===== src/rtl/nexus_nonce_fifo.sv =====
// nexus_nonce_fifo
//   Buffers winning nonces reported by the NexusHashTransform core and hands
//   them to the host-side reporter over a valid/ready handshake. Drops that
//   happen because the FIFO is full are made visible through a sticky
//   Overflow flag and a saturating DropCount. A Flush pulse (new work loaded)
//   discards every stale nonce.
//
//   Handshake: a nonce leaves the FIFO on a rising clk edge where
//   NonceOutValid && NonceOutReady. NonceOutValid is high exactly while the
//   FIFO is non-empty. NonceOut shows the head entry and stays stable while
//   Valid && !Ready. Ready may be held high indefinitely; when the FIFO is
//   empty it has no effect.
//
//   Optional build macro:
//     NONCE_DEDUP_EN - drop a push whose nonce equals the most recently
//                      accepted one, without counting it as a drop.
//
// Ports
//   clk            core clock, all logic on posedge
//   nHashRst       async active-low reset
//   NonceIn        nonce from hash core
//   NonceInValid   hash core GoodNonceFound, one nonce per high cycle
//   Flush          1-cycle pulse when new work is loaded
//   NonceOut       head-of-FIFO nonce (0 when empty)
//   NonceOutValid  FIFO not empty
//   NonceOutReady  consumer accepts head
//   Count          occupancy, 0..DEPTH
//   Overflow       sticky: a nonce was dropped because the FIFO was full
//   DropCount      nonces dropped on full, saturating
module nexus_nonce_fifo #(
    parameter int DEPTH         = 8,
    parameter int DROPCTR_WIDTH = 16
) (
    input  logic                     clk,
    input  logic                     nHashRst,
    input  logic [63:0]              NonceIn,
    input  logic                     NonceInValid,
    input  logic                     Flush,
    output logic [63:0]              NonceOut,
    output logic                     NonceOutValid,
    input  logic                     NonceOutReady,
    output logic [$clog2(DEPTH):0]   Count,
    output logic                     Overflow,
    output logic [DROPCTR_WIDTH-1:0] DropCount
);

    localparam int AW = $clog2(DEPTH);

    // Pointers carry one extra wrap bit so full and empty are distinguishable.
    logic [AW:0]              wr_q, wr_d;
    logic [AW:0]              rd_q, rd_d;
    logic                     ovf_q, ovf_d;
    logic [DROPCTR_WIDTH-1:0] drop_q, drop_d;
    logic [63:0]              mem_q [DEPTH];

    logic empty;
    logic full;
    logic pop;
    logic push_req;
    logic push;
    logic drop;

    assign empty = (wr_q == rd_q);
    assign full  = (wr_q[AW] != rd_q[AW]) && (wr_q[AW-1:0] == rd_q[AW-1:0]);
    assign pop   = !empty && NonceOutReady;

`ifdef NONCE_DEDUP_EN
    logic [63:0] last_q, last_d;
    logic        last_valid_q, last_valid_d;
    logic        dup;

    assign dup      = last_valid_q && (NonceIn == last_q);
    assign push_req = NonceInValid && !dup;

    always_comb begin
        last_d       = last_q;
        last_valid_d = last_valid_q;
        if (Flush) begin
            last_valid_d = 1'b0;
        end else if (push) begin
            last_d       = NonceIn;
            last_valid_d = 1'b1;
        end
    end

    always_ff @(posedge clk or negedge nHashRst) begin
        if (!nHashRst) begin
            last_q       <= '0;
            last_valid_q <= 1'b0;
        end else begin
            last_q       <= last_d;
            last_valid_q <= last_valid_d;
        end
    end
`else
    assign push_req = NonceInValid;
`endif

    // A pop in the same cycle frees the slot, so a push into a full FIFO
    // is only lost when nothing leaves.
    assign push = push_req && (!full || pop);
    assign drop = push_req && full && !pop;

    always_comb begin
        wr_d   = wr_q;
        rd_d   = rd_q;
        ovf_d  = ovf_q;
        drop_d = drop_q;
        if (Flush) begin
            // Flush beats any simultaneous push/pop; DropCount survives.
            wr_d  = '0;
            rd_d  = '0;
            ovf_d = 1'b0;
        end else begin
            if (push) wr_d = wr_q + 1'b1;
            if (pop)  rd_d = rd_q + 1'b1;
            if (drop) begin
                ovf_d = 1'b1;
                if (drop_q != '1) drop_d = drop_q + 1'b1;
            end
        end
    end

    always_ff @(posedge clk or negedge nHashRst) begin
        if (!nHashRst) begin
            wr_q   <= '0;
            rd_q   <= '0;
            ovf_q  <= 1'b0;
            drop_q <= '0;
        end else begin
            wr_q   <= wr_d;
            rd_q   <= rd_d;
            ovf_q  <= ovf_d;
            drop_q <= drop_d;
        end
    end

    // Storage needs no reset: NonceOut is forced to zero while empty.
    always_ff @(posedge clk) begin
        if (push && !Flush) mem_q[wr_q[AW-1:0]] <= NonceIn;
    end

    assign NonceOut      = empty ? '0 : mem_q[rd_q[AW-1:0]];
    assign NonceOutValid = !empty;
    assign Count         = wr_q - rd_q;
    assign Overflow      = ovf_q;
    assign DropCount     = drop_q;

endmodule


===== config.mk =====
export PLATFORM = sky130hd
export DESIGN_NAME = nexus_nonce_fifo
export DESIGN_NICKNAME = d
export VERILOG_FILES = /design/src/rtl/nexus_nonce_fifo.sv
export SDC_FILE = /design/constraint.sdc
export NUM_CORES = 1
export LEC_CHECK = 0
export CAP_MARGIN = 20
export CORE_MARGIN = 4
export CORE_UTILIZATION = 50
export DETAILED_ROUTE_END_ITERATION = 6
export PLACE_DENSITY = 0.68
export REMOVE_ABC_BUFFERS = 1
export SYNTH_ARGS = -nofsm -noshare
export SYNTH_HDL_FRONTEND = slang
export SYNTH_SLANG_ARGS = --single-unit

===== constraint.sdc =====
create_clock -name clk -period 10.6 [get_ports clk]
set_input_delay 2.12 -clock clk [delete_from_list [all_inputs] [get_ports clk]]
set_output_delay 2.12 -clock clk [all_outputs]
set_load 0.03 [all_outputs]

==> run metrics, run 1 <==
flip-flop and latch count after synthesis=537; Post-DP HPWL=approximately 22,000 microns; Nets=between 1,000 and 1,500; CTS tree=built; Setup CP Type=flop to output port; Synth Area in Compound Gates=0.02004; Sw Ratio=0.2621; dpl ws=roughly 4500 ps; CTS root buffer=clkbuf_16; unrepaired setup endpoints after global routing=false; most frequent cells in the layout=512 x edfxtp_1, 154 x clkdlybuf4s50_1, 136 x nand2_1; Clk network pwr share=0.343; yosys warns=0; DRC viols=0; Design Area, Final=~25,000 sq um; Finished Layout Cells=1,787; DR pass1 iterations=5; largest family of logic cells by synthesized area=multiplexers; Synth Area in XOR/XNOR=0.01014; Worst-Skew Late Latency=590 ps; Setup Buffers After CTS=0; # H-tree levels=2; initial cell density of the core=0.5066; arrival time at the worst endpoint=4530 ps; drt wl/cell=24.03 microns; EDFF count, synth=512; Sequential cell area=16,010 sq um; multi-input logic area=~4500 sq um; site row count=74; global routing's busiest layer=met2; Routability Congestion=~0.76; vias in the first global route=around 11,000; sw power=about 1.3 mW; post-synthesis mux area share=0.1406; Internal Power=3.761 mW; DR iter-0 viols=843; vias per cell=5.715; Core Box Area=40,920 sq um; Critical Path RT=8480 ps; Sink Count=around 540; met2 Use GR=0.3250; M1 GR Usage=0.2713; # placed instances=1,681; final-report hold violation count=0; Slew Viols, Final=0; clock buffer depth=3; port buffer count=approximately 150; Slew HR=0.3142; Main synth FF type=edfxtp_1; io pins=155; share of cells above drive strength 1=0.1973; LEAKAGE=7.868 nW; Worst setup SP type=flop; synth unique cells=35; sequential share of the synthesized area=0.7718; part of the cycle the worst path needs=0.6271; Tot Pwr=5.097 mW; die height=between 200 and 250 microns; Reg clk slew, reported paths=60 ps; Num CTS Buffers=54; met3 GRT Util=0.03749; Overflow after GRT=0; GRT Util Overall=0.1947; TNS Setup=0 ps; Seq pwr share=0.468; maximum vdd drop=0.1680 mV; Hold Path Class=flop to flop; Fillers=~3,000; Worst Tran Pin Value=1029 ps; Worst Skew=about 15 ps; status=completed; final setup violating endpoints=0; post-synthesis cell count=a little over 1,000; die area=44,780 sq um; Setup crit end kind=output port; Crit path largest cell delay=830 ps; Gate power share=0.189; pin count of the biggest net entering global routing=117; Adder-Cell Fraction of Synth Area=0.004587; Area growth syn-to-layout=18.96%; Post-CTS Hold Fix Bufs=0; P per Cell Area=206.7 nW/um^2; via count=10,210; antenna violations before repair=4; fmax=approximately 0.15 GHz; crit path time final=6647 ps; final wirelength=roughly 43,000 microns; dpl cell area=22,960 sq um; mean post-synth cell area=around 20 sq um; most common cell after layout, fill and taps aside=edfxtp_1; die width=211.6 microns; first-pass GRT wire length=65,570 microns; Post-Synth Simple-Gate Area=0.04026; CP max FO=between 40 and 50; setup ws final=3953 ps; Max stage delay cell, worst path=dfrtp_4; synthesized area=20,730 sq um; CTS-repair resized insts=0; post-route antenna net violation count=0; Async SR Flop Fraction=0.04655; max_cap viols=0; CP cell instances=inv_1, ha_1, nand3_1, nor2_4, buf_4, a21oi_1, clkdlybuf4s50_1
==> state kept, by name, indices dropped and copies added, names as in the netlist <==
name       flops
mem_q        512
Overflow       1
DropCount     16
wr_q           4
rd_q           4
==> metal layers <==
metal | wire length, microns | share of wire
met1 | 18190 | 0.42
met2 | 21700 | 0.51
met3 | 2387 | 0.056
met4 | 661 | 0.015
met5 | 11 | 0.00026
==> power by group through the flow <==
stage	Combinational, mW	Sequential, mW	Clock [mW]
2_1_floorplan	0.599	2.50	0
3_3_place_gp	0.971	2.43	0
3_5_place_dp	0.976	2.43	0
4_1_cts	0.980	2.39	1.79
5_1_grt	1.03	2.39	1.87
6_report	0.962	2.39	1.75
==> path summary, 6_finish.rpt <==
check                                      to  depth (start not counted)  slack [ps]    startpoint
worst min register to register   DropCount[7]                          1         490  DropCount[7]
worst max-delay path             NonceOut[37]                          7        3950       rd_q[1]
worst min-delay path             DropCount[7]                          1         490  DropCount[7]
worst max register to register    mem_q[3][1]                          7        6780       rd_q[1]
max in group asynchronous             rd_q[0]                          2        8410      nHashRst
min in group asynchronous       DropCount[10]                          2        1910      nHashRst
==> kinds of logic after synthesis <==
logic type               after synthesis
AO/OA/AOI/OAI                         77
XOR/XNOR                              24
adder cells (fa/ha/maj)                7
buffers and inverters                 63
flip-flops                           537
multiplexers                         131
AND/OR/NAND/NOR                      189
==> stage by stage <==
| step | hold slack (ps) | util |
|---|---|---|
| after CTS | 491.8 | 0.6011 |
| after detailed placement | 485.0 | 0.5611 |
| final | 493.0 | 0.6026 |
| after global placement | 477.3 | 0.5607 |
| after global routing | 510.8 | 0.6025 |
| after floorplan | 560.9 | - |
==> worst max-delay path: cells and delay by family (launching register included) <==
family / cells / cell delay, ps
simple gates: 2 / 960
flops: 1 / 830
compound gates: 1 / 240
fa+ha+maj: 1 / 330
buf+inv: 3 / 1540
==> Yosys cell counts, types with 4 or more instances <==
cell type	count	area [sq um]
edfxtp_1	512	15370
nand2_1	136	510.5
mux4_2	128	2883
a21oi_1	65	325.3
clkbuf_1	29	108.9
dfrtp_1	25	625.6
xor2_1	19	166.4
nor2_1	17	63.81
buf_2	14	70.07
buf_1	10	37.54
inv_1	9	33.78
ha_1	6	75.07
nand3_1	6	30.03
nor3_1	6	30.03
xnor2_1	5	43.79
nand4_1	4	25.02
nor4_1	4	25.02
o311ai_0	4	35.03
==> layout make-up <==
class	instances	share of cell area
inverters	9	0.001370
well taps	532	0.02699
repair buffers	177	0.07214
clock inverters	31	0.006494
multi-input cells	428	0.1838
flip-flops and latches	537	0.6491
clock buffers	70	0.05981
diodes	3	0.0003044
No activity file was read; power rests on OpenSTA's default activity.
==> run 2: changes to the inputs <==
- clock period: 10.6 -> 6.5 ns (I/O delays scaled with it)
==> run 2 against run 1 <==
First-iteration DRC count increased by 10%. Count of clock-buffer cells in the layout decreased by 7. Clock power increased by 85%. Register-to-register slack got worse by 3600 ps. Final cell count decreased by 0.11%. Setup slack got worse by 2500 ps. Sequential share of layout area decreased by 0.63 points. Sequential power increased by 62%. Combinational power increased by 66%. Clock skew increased by 3.0 ps. Critical path depth decreased by 1. Power increased by 71%. Critical endpoint is now NonceOut[51]. Largest cell class unchanged.
==> run metrics, run 2 (same netlist as run 1, synthesis figures left out) <==
status=completed (unchanged); part of the cycle the worst path needs=0.7812; most common cell after layout, fill and taps aside=edfxtp_1 (unchanged); maximum vdd drop=0.2455 mV (was 0.1680 mV); post-route antenna net violation count=0 (unchanged); Design Area, Final=24,900 sq um (was 24,660 sq um); Slew HR=0.2811 (was 0.3142); critical path buffer and inverter count=2 (was 3); Routability Congestion=0.7525 (was 0.7644); max_cap viols=0 (unchanged); CTS-repair resized insts=0 (unchanged); final setup violating endpoints=0 (unchanged); # H-tree levels=2 (unchanged); Overflow after GRT=0 (unchanged); final wirelength=43,160 microns (was 42,950 microns); antenna violations before repair=2 (was 4); CP cell instances=ha_1, nand3_1, nor2_4, buf_4, a21oi_1, clkdlybuf4s50_1 (was inv_1, ha_1, nand3_1, nor2_4, buf_4, a21oi_1, clkdlybuf4s50_1); final-report hold violation count=0 (unchanged); Sink Count=537 (unchanged); P per Cell Area=350.1 nW/um^2 (was 206.7 nW/um^2); DRC viols=0 (unchanged); unrepaired setup endpoints after global routing=false (unchanged); Critical Path RT=5200 ps (was 8480 ps); GRT Util Overall=0.1961 (was 0.1947); CP max FO=27 (was 47); die area=44,780 sq um (unchanged); max FFs per register=512 (unchanged); Max stage delay cell, worst path=nor2_4 (was dfrtp_4); Setup CP Type=flop to output port (unchanged); arrival time at the worst endpoint=3780 ps (was 4530 ps); LEAKAGE=7.978 nW (was 7.868 nW); die height=211.6 microns (unchanged); Worst-Skew Late Latency=600 ps (was 590 ps); Fin Hold WS=509.6 ps (was 493.0 ps); most frequent cells in the layout=512 x edfxtp_1, 154 x clkdlybuf4s50_1, 136 x nand2_1 (unchanged); Crit path largest cell delay=890 ps (was 830 ps); Largest delay share family, worst path=simple AND/OR/NAND/NOR gates (was buffers and inverters); Worst Skew=18.26 ps (was 15.29 ps); share of cells above drive strength 1=0.2038 (was 0.1973); Reg clk slew, reported paths=60 ps (about the same); Worst Tran Pin Value=1078 ps (was 1029 ps); Area growth syn-to-layout=20.12% (was 18.96%); dpl cell area=23,010 sq um (was 22,960 sq um); fmax=0.1969 GHz; Worst setup SP type=flop (unchanged); Num CTS Buffers=54 (unchanged); initial cell density of the core=0.5066 (unchanged); port buffer count=154 (unchanged); crit path time final=5078 ps; Nets=1,284 (was 1,283); CTS root buffer=clkbuf_16 (unchanged); CTS tree=built (unchanged); clock buffer depth=3 (unchanged); pin count of the biggest net entering global routing=120 (was 117); DR iter-0 viols=931 (was 843); via count=10,260 (was 10,210); vias per cell=5.747 (was 5.715); Post-DP HPWL=23,280 microns (was 21,870 microns); vias in the first global route=10,770 (was 10,510); io pins=155 (unchanged); Fillers=2,952 (was 2,963); site row count=74 (unchanged); Setup crit end kind=output port (unchanged); Core Box Area=40,920 sq um (unchanged); die width=211.6 microns (unchanged); TNS Setup=0 ps (unchanged); drt wl/cell=24.18 microns (was 24.03 microns); first-pass GRT wire length=66,250 microns (was 65,570 microns); Post-CTS Hold Fix Bufs=0 (unchanged); Setup Buffers After CTS=0 (unchanged); DR pass1 iterations=5 (unchanged); Hold Path Class=flop to flop (unchanged); Slew Viols, Final=0 (unchanged)
run 2: changes by cell type in the layout (fill, tap and decap cells not counted), moves of 2 or more:
cell / previous run / this run
clkbuf_1: 13 / 8
clkbuf_16: 57 / 55
buf_12: 2 / 4
clkinv_1: 12 / 8
clkinv_8: 0 / 2
bufinv_16: 0 / 11
clkinv_2: 13 / 10
buf_16: 2 / 0
run 2: cell type report:
| type | instances | area, sq um | area share |
|---|---|---|---|
| clock inverters | 36 | 481.7 | 0.01934 |
| flip-flops and latches | 537 | 16010 | 0.6429 |
| repair buffers | 178 | 1769 | 0.07104 |
| clock buffers | 63 | 1406 | 0.05647 |
| well taps | 532 | 665.6 | 0.02673 |
| multi-input cells | 428 | 4532 | 0.1820 |
| diodes | 2 | 5.005 | 0.0002010 |
| inverters | 9 | 33.78 | 0.001357 |
run 2: metal layers:
layer	share of wire	wire, microns	track usage
met5	0	0	0
met4	0.015	646	0.04842
met3	0.051	2189	0.03290
met2	0.49	21240	0.3202
met1	0.44	19090	0.2826
run 2: metrics by stage:
step / worst slack (ps) / total power [mW] / utilization / cells
4_1_cts: 1351 / 8.813 / 0.6084 / 1783
5_1_grt: 1220 / 9.049 / 0.6084 / 1783
3_5_place_dp: 1988 / 5.574 / 0.5622 / 1684
6_report: 1422 / 8.720 / 0.6085 / 1785
3_3_place_gp: 2036 / 5.564 / 0.5621 / 1683
2_1_floorplan: -4533 / 5.046 / - / 974
run 2: final timing paths:
kind	cells past startpoint	slack [ps]	start	endpoint
worst min-delay path	1	510	DropCount[7]	DropCount[7]
worst max register to register	6	3210	rd_q[0]	mem_q[7][37]
worst min register to register	1	510	DropCount[7]	DropCount[7]
max in group asynchronous	2	5140	nHashRst	rd_q[0]
worst max-delay path	6	1420	rd_q[0]	NonceOut[51]
min in group asynchronous	2	1080	nHashRst	DropCount[3]
run 2: power by group:
part / internal [mW] / switching (mW)
combinational: 0.702 / 0.896
sequential: 3.85 / 0.0309
clock: 1.98 / 1.26
total: 6.53 / 2.19
==> run 3: changes to the inputs <==
- clock period: 6.5 -> 5.1 ns (I/O delays scaled with it)
==> run 3 against run 2 <==
First-iteration DRC count down 10%. Die area did not move. Sequential share of layout area up 0.79 points. Flip-flop and latch count did not move. Critical endpoint unchanged. Hold slack worse by 26 ps. Count of clock-buffer cells in the layout up 1. Global-route usage decreased by 0.36 points. Largest power group unchanged. Power increased by 20%. Highest routed layer is now met5. Register-to-register slack got worse by 1100 ps.
==> run metrics, run 3 (same netlist as run 1, synthesis figures left out) <==
status=completed (unchanged); Slew HR=0.2882 (was 0.2811); DR pass1 iterations=5 (unchanged); Area growth syn-to-layout=18.67% (was 20.12%); unrepaired setup endpoints after global routing=false (unchanged); die width=211.6 microns (unchanged); Nets=1,287 (was 1,284); site row count=74 (unchanged); Critical Path RT=4080 ps (was 5200 ps); via count=10,250 (was 10,260); Largest delay share family, worst path=buffers and inverters (was simple AND/OR/NAND/NOR gates); share of cells above drive strength 1=0.1907 (was 0.2038); CTS-repair resized insts=0 (unchanged); Max stage delay cell, worst path=clkdlybuf4s50_1 (was nor2_4); Worst Tran Pin Value=1068 ps (was 1078 ps); crit path launch=rd_q[0] (unchanged); first-pass GRT wire length=64,960 microns (was 66,250 microns); LEAKAGE=7.833 nW (was 7.978 nW); GRT Util Overall=0.1925 (was 0.1961); part of the cycle the worst path needs=0.8962; Num CTS Buffers=53 (was 54); max_cap viols=0 (unchanged); Overflow after GRT=0 (unchanged); drt wl/cell=23.81 microns (was 24.18 microns); crit path time final=4571 ps; vias in the first global route=10,450 (was 10,770); final setup violating endpoints=0 (unchanged); reg-to-reg startpoint=rd_q[0] (unchanged); fmax=about 0.22 GHz; vias per cell=5.750 (was 5.747); CTS tree=built (unchanged); Worst Skew=17.01 ps (was 18.26 ps); Core Box Area=40,920 sq um (unchanged); pin count of the biggest net entering global routing=122 (was 120); Sink Count=537 (unchanged); Gate power share=0.194 (was 0.183); DRC viols=0 (unchanged); maximum vdd drop=0.3535 mV (was 0.2455 mV); critical path buffer and inverter count=2 (unchanged); Tot Pwr=10.51 mW (was 8.720 mW); Post-CTS Hold Fix Bufs=0 (unchanged); DR iter-0 viols=838 (was 931); CP endpoint=NonceOut[51] (unchanged); die area=44,780 sq um (unchanged); max FFs per register=512 (unchanged); Setup CP Type=flop to output port (unchanged); reg2reg end=mem_q[1][15] (was mem_q[7][37]); io pins=155 (unchanged); dpl ws=1069 ps (was 1988 ps); CP Depth=5 (was 6); dpl cell area=23,050 sq um (was 23,010 sq um); setup ws final=529.3 ps (was 1422 ps); FF-to-FF path depth=6 (unchanged); Reg clk slew, reported paths=60 ps (about the same); Setup Buffers After CTS=0 (unchanged); Seq pwr share=0.470 (was 0.445); die height=211.6 microns (unchanged); CP cell instances=buf_12, mux4_2, nand2_1, a21oi_1, clkdlybuf4s50_1 (was ha_1, nand3_1, nor2_4, buf_4, a21oi_1, clkdlybuf4s50_1); Internal Power=7.787 mW (was 6.534 mW); slack of the worst reg-to-reg path=2110 ps (was 3210 ps); antenna violations before repair=3 (was 2); port buffer count=154 (unchanged); initial cell density of the core=0.5066 (unchanged); post-route antenna net violation count=0 (unchanged); final-report hold violation count=0 (unchanged); Crit path largest cell delay=740 ps (was 890 ps); Hold Path Class=flop to flop (unchanged); Slew Viols, Final=0 (unchanged); most common cell after layout, fill and taps aside=edfxtp_1 (unchanged); CTS root buffer=clkbuf_16 (unchanged); P per Cell Area=427.1 nW/um^2 (was 350.1 nW/um^2); Worst-Skew Late Latency=580 ps (was 600 ps); Worst setup SP type=flop (unchanged); Design Area, Final=24,600 sq um (was 24,900 sq um); Setup crit end kind=output port (unchanged); # H-tree levels=2 (unchanged); Routability Congestion=0.7504 (was 0.7525); Sw Ratio=0.2588 (was 0.2506); clock buffer depth=3 (unchanged); sw power=2.719 mW (was 2.185 mW); CP max FO=121 (was 27); Post-DP HPWL=22,150 microns (was 23,280 microns); Clk network pwr share=0.336 (was 0.372); arrival time at the worst endpoint=3550 ps (was 3780 ps); most frequent cells in the layout=512 x edfxtp_1, 154 x clkdlybuf4s50_1, 136 x nand2_1 (unchanged); final wirelength=42,420 microns (was 43,160 microns)
-- run 3: area by class of cell --
| class | instances | area [sq um] |
|---|---|---|
| multi-input cells | 428 | 4532 |
| inverters | 9 | 33.78 |
| flip-flops and latches | 537 | 16010 |
| clock inverters | 28 | 178.9 |
| diodes | 2 | 5.005 |
| repair buffers | 182 | 1809 |
| clock buffers | 64 | 1368 |
| well taps | 532 | 665.6 |
| fillers | 2987 | 16320 |
-- run 3: layer usage --
| metal | vias to the layer above | track usage | share of wire |
|---|---|---|---|
| met1 | 5416 | 0.2893 | 0.45 |
| met4 | 2 | 0.04976 | 0.017 |
| met3 | 52 | 0.03542 | 0.054 |
| met2 | 270 | 0.2988 | 0.48 |
| li1 | 4506 | - | - |
| met5 | - | 0 | 0.00031 |
-- run 3: how the worst min path moves through the flow --
stage,to,cells after the start,slack [ps],from
after floorplan,rd_q[3],2,560,rd_q[3]
after global placement,DropCount[7],1,470,DropCount[7]
after detailed placement,DropCount[7],1,480,DropCount[7]
after CTS,DropCount[7],1,490,DropCount[7]
after global routing,DropCount[7],1,520,DropCount[7]
final,DropCount[7],1,480,DropCount[7]
-- run 3: power by group through the flow --
stage | combinational [mW] | sequential (mW) | clock (mW)
3_3_place_gp | 2.06 | 5.03 | 0
3_5_place_dp | 2.07 | 5.03 | 0
2_1_floorplan | 1.25 | 5.19 | 0
4_1_cts | 2.08 | 4.94 | 3.61
5_1_grt | 2.18 | 4.95 | 3.81
6_report | 2.04 | 4.94 | 3.53
-- run 3: stage by stage --
stage | hold slack [ps] | TNS, ps | std cells | util
6_report | 483.8 | 0 | 1782 | 0.6011
4_1_cts | 487.5 | 0 | 1780 | 0.6010
3_5_place_dp | 479.7 | 0 | 1688 | 0.5632
2_1_floorplan | 560.9 | -2674110 | 974 | -
3_3_place_gp | 474.4 | 0 | 1686 | 0.5630
5_1_grt | 515.9 | 0 | 1781 | 0.6011
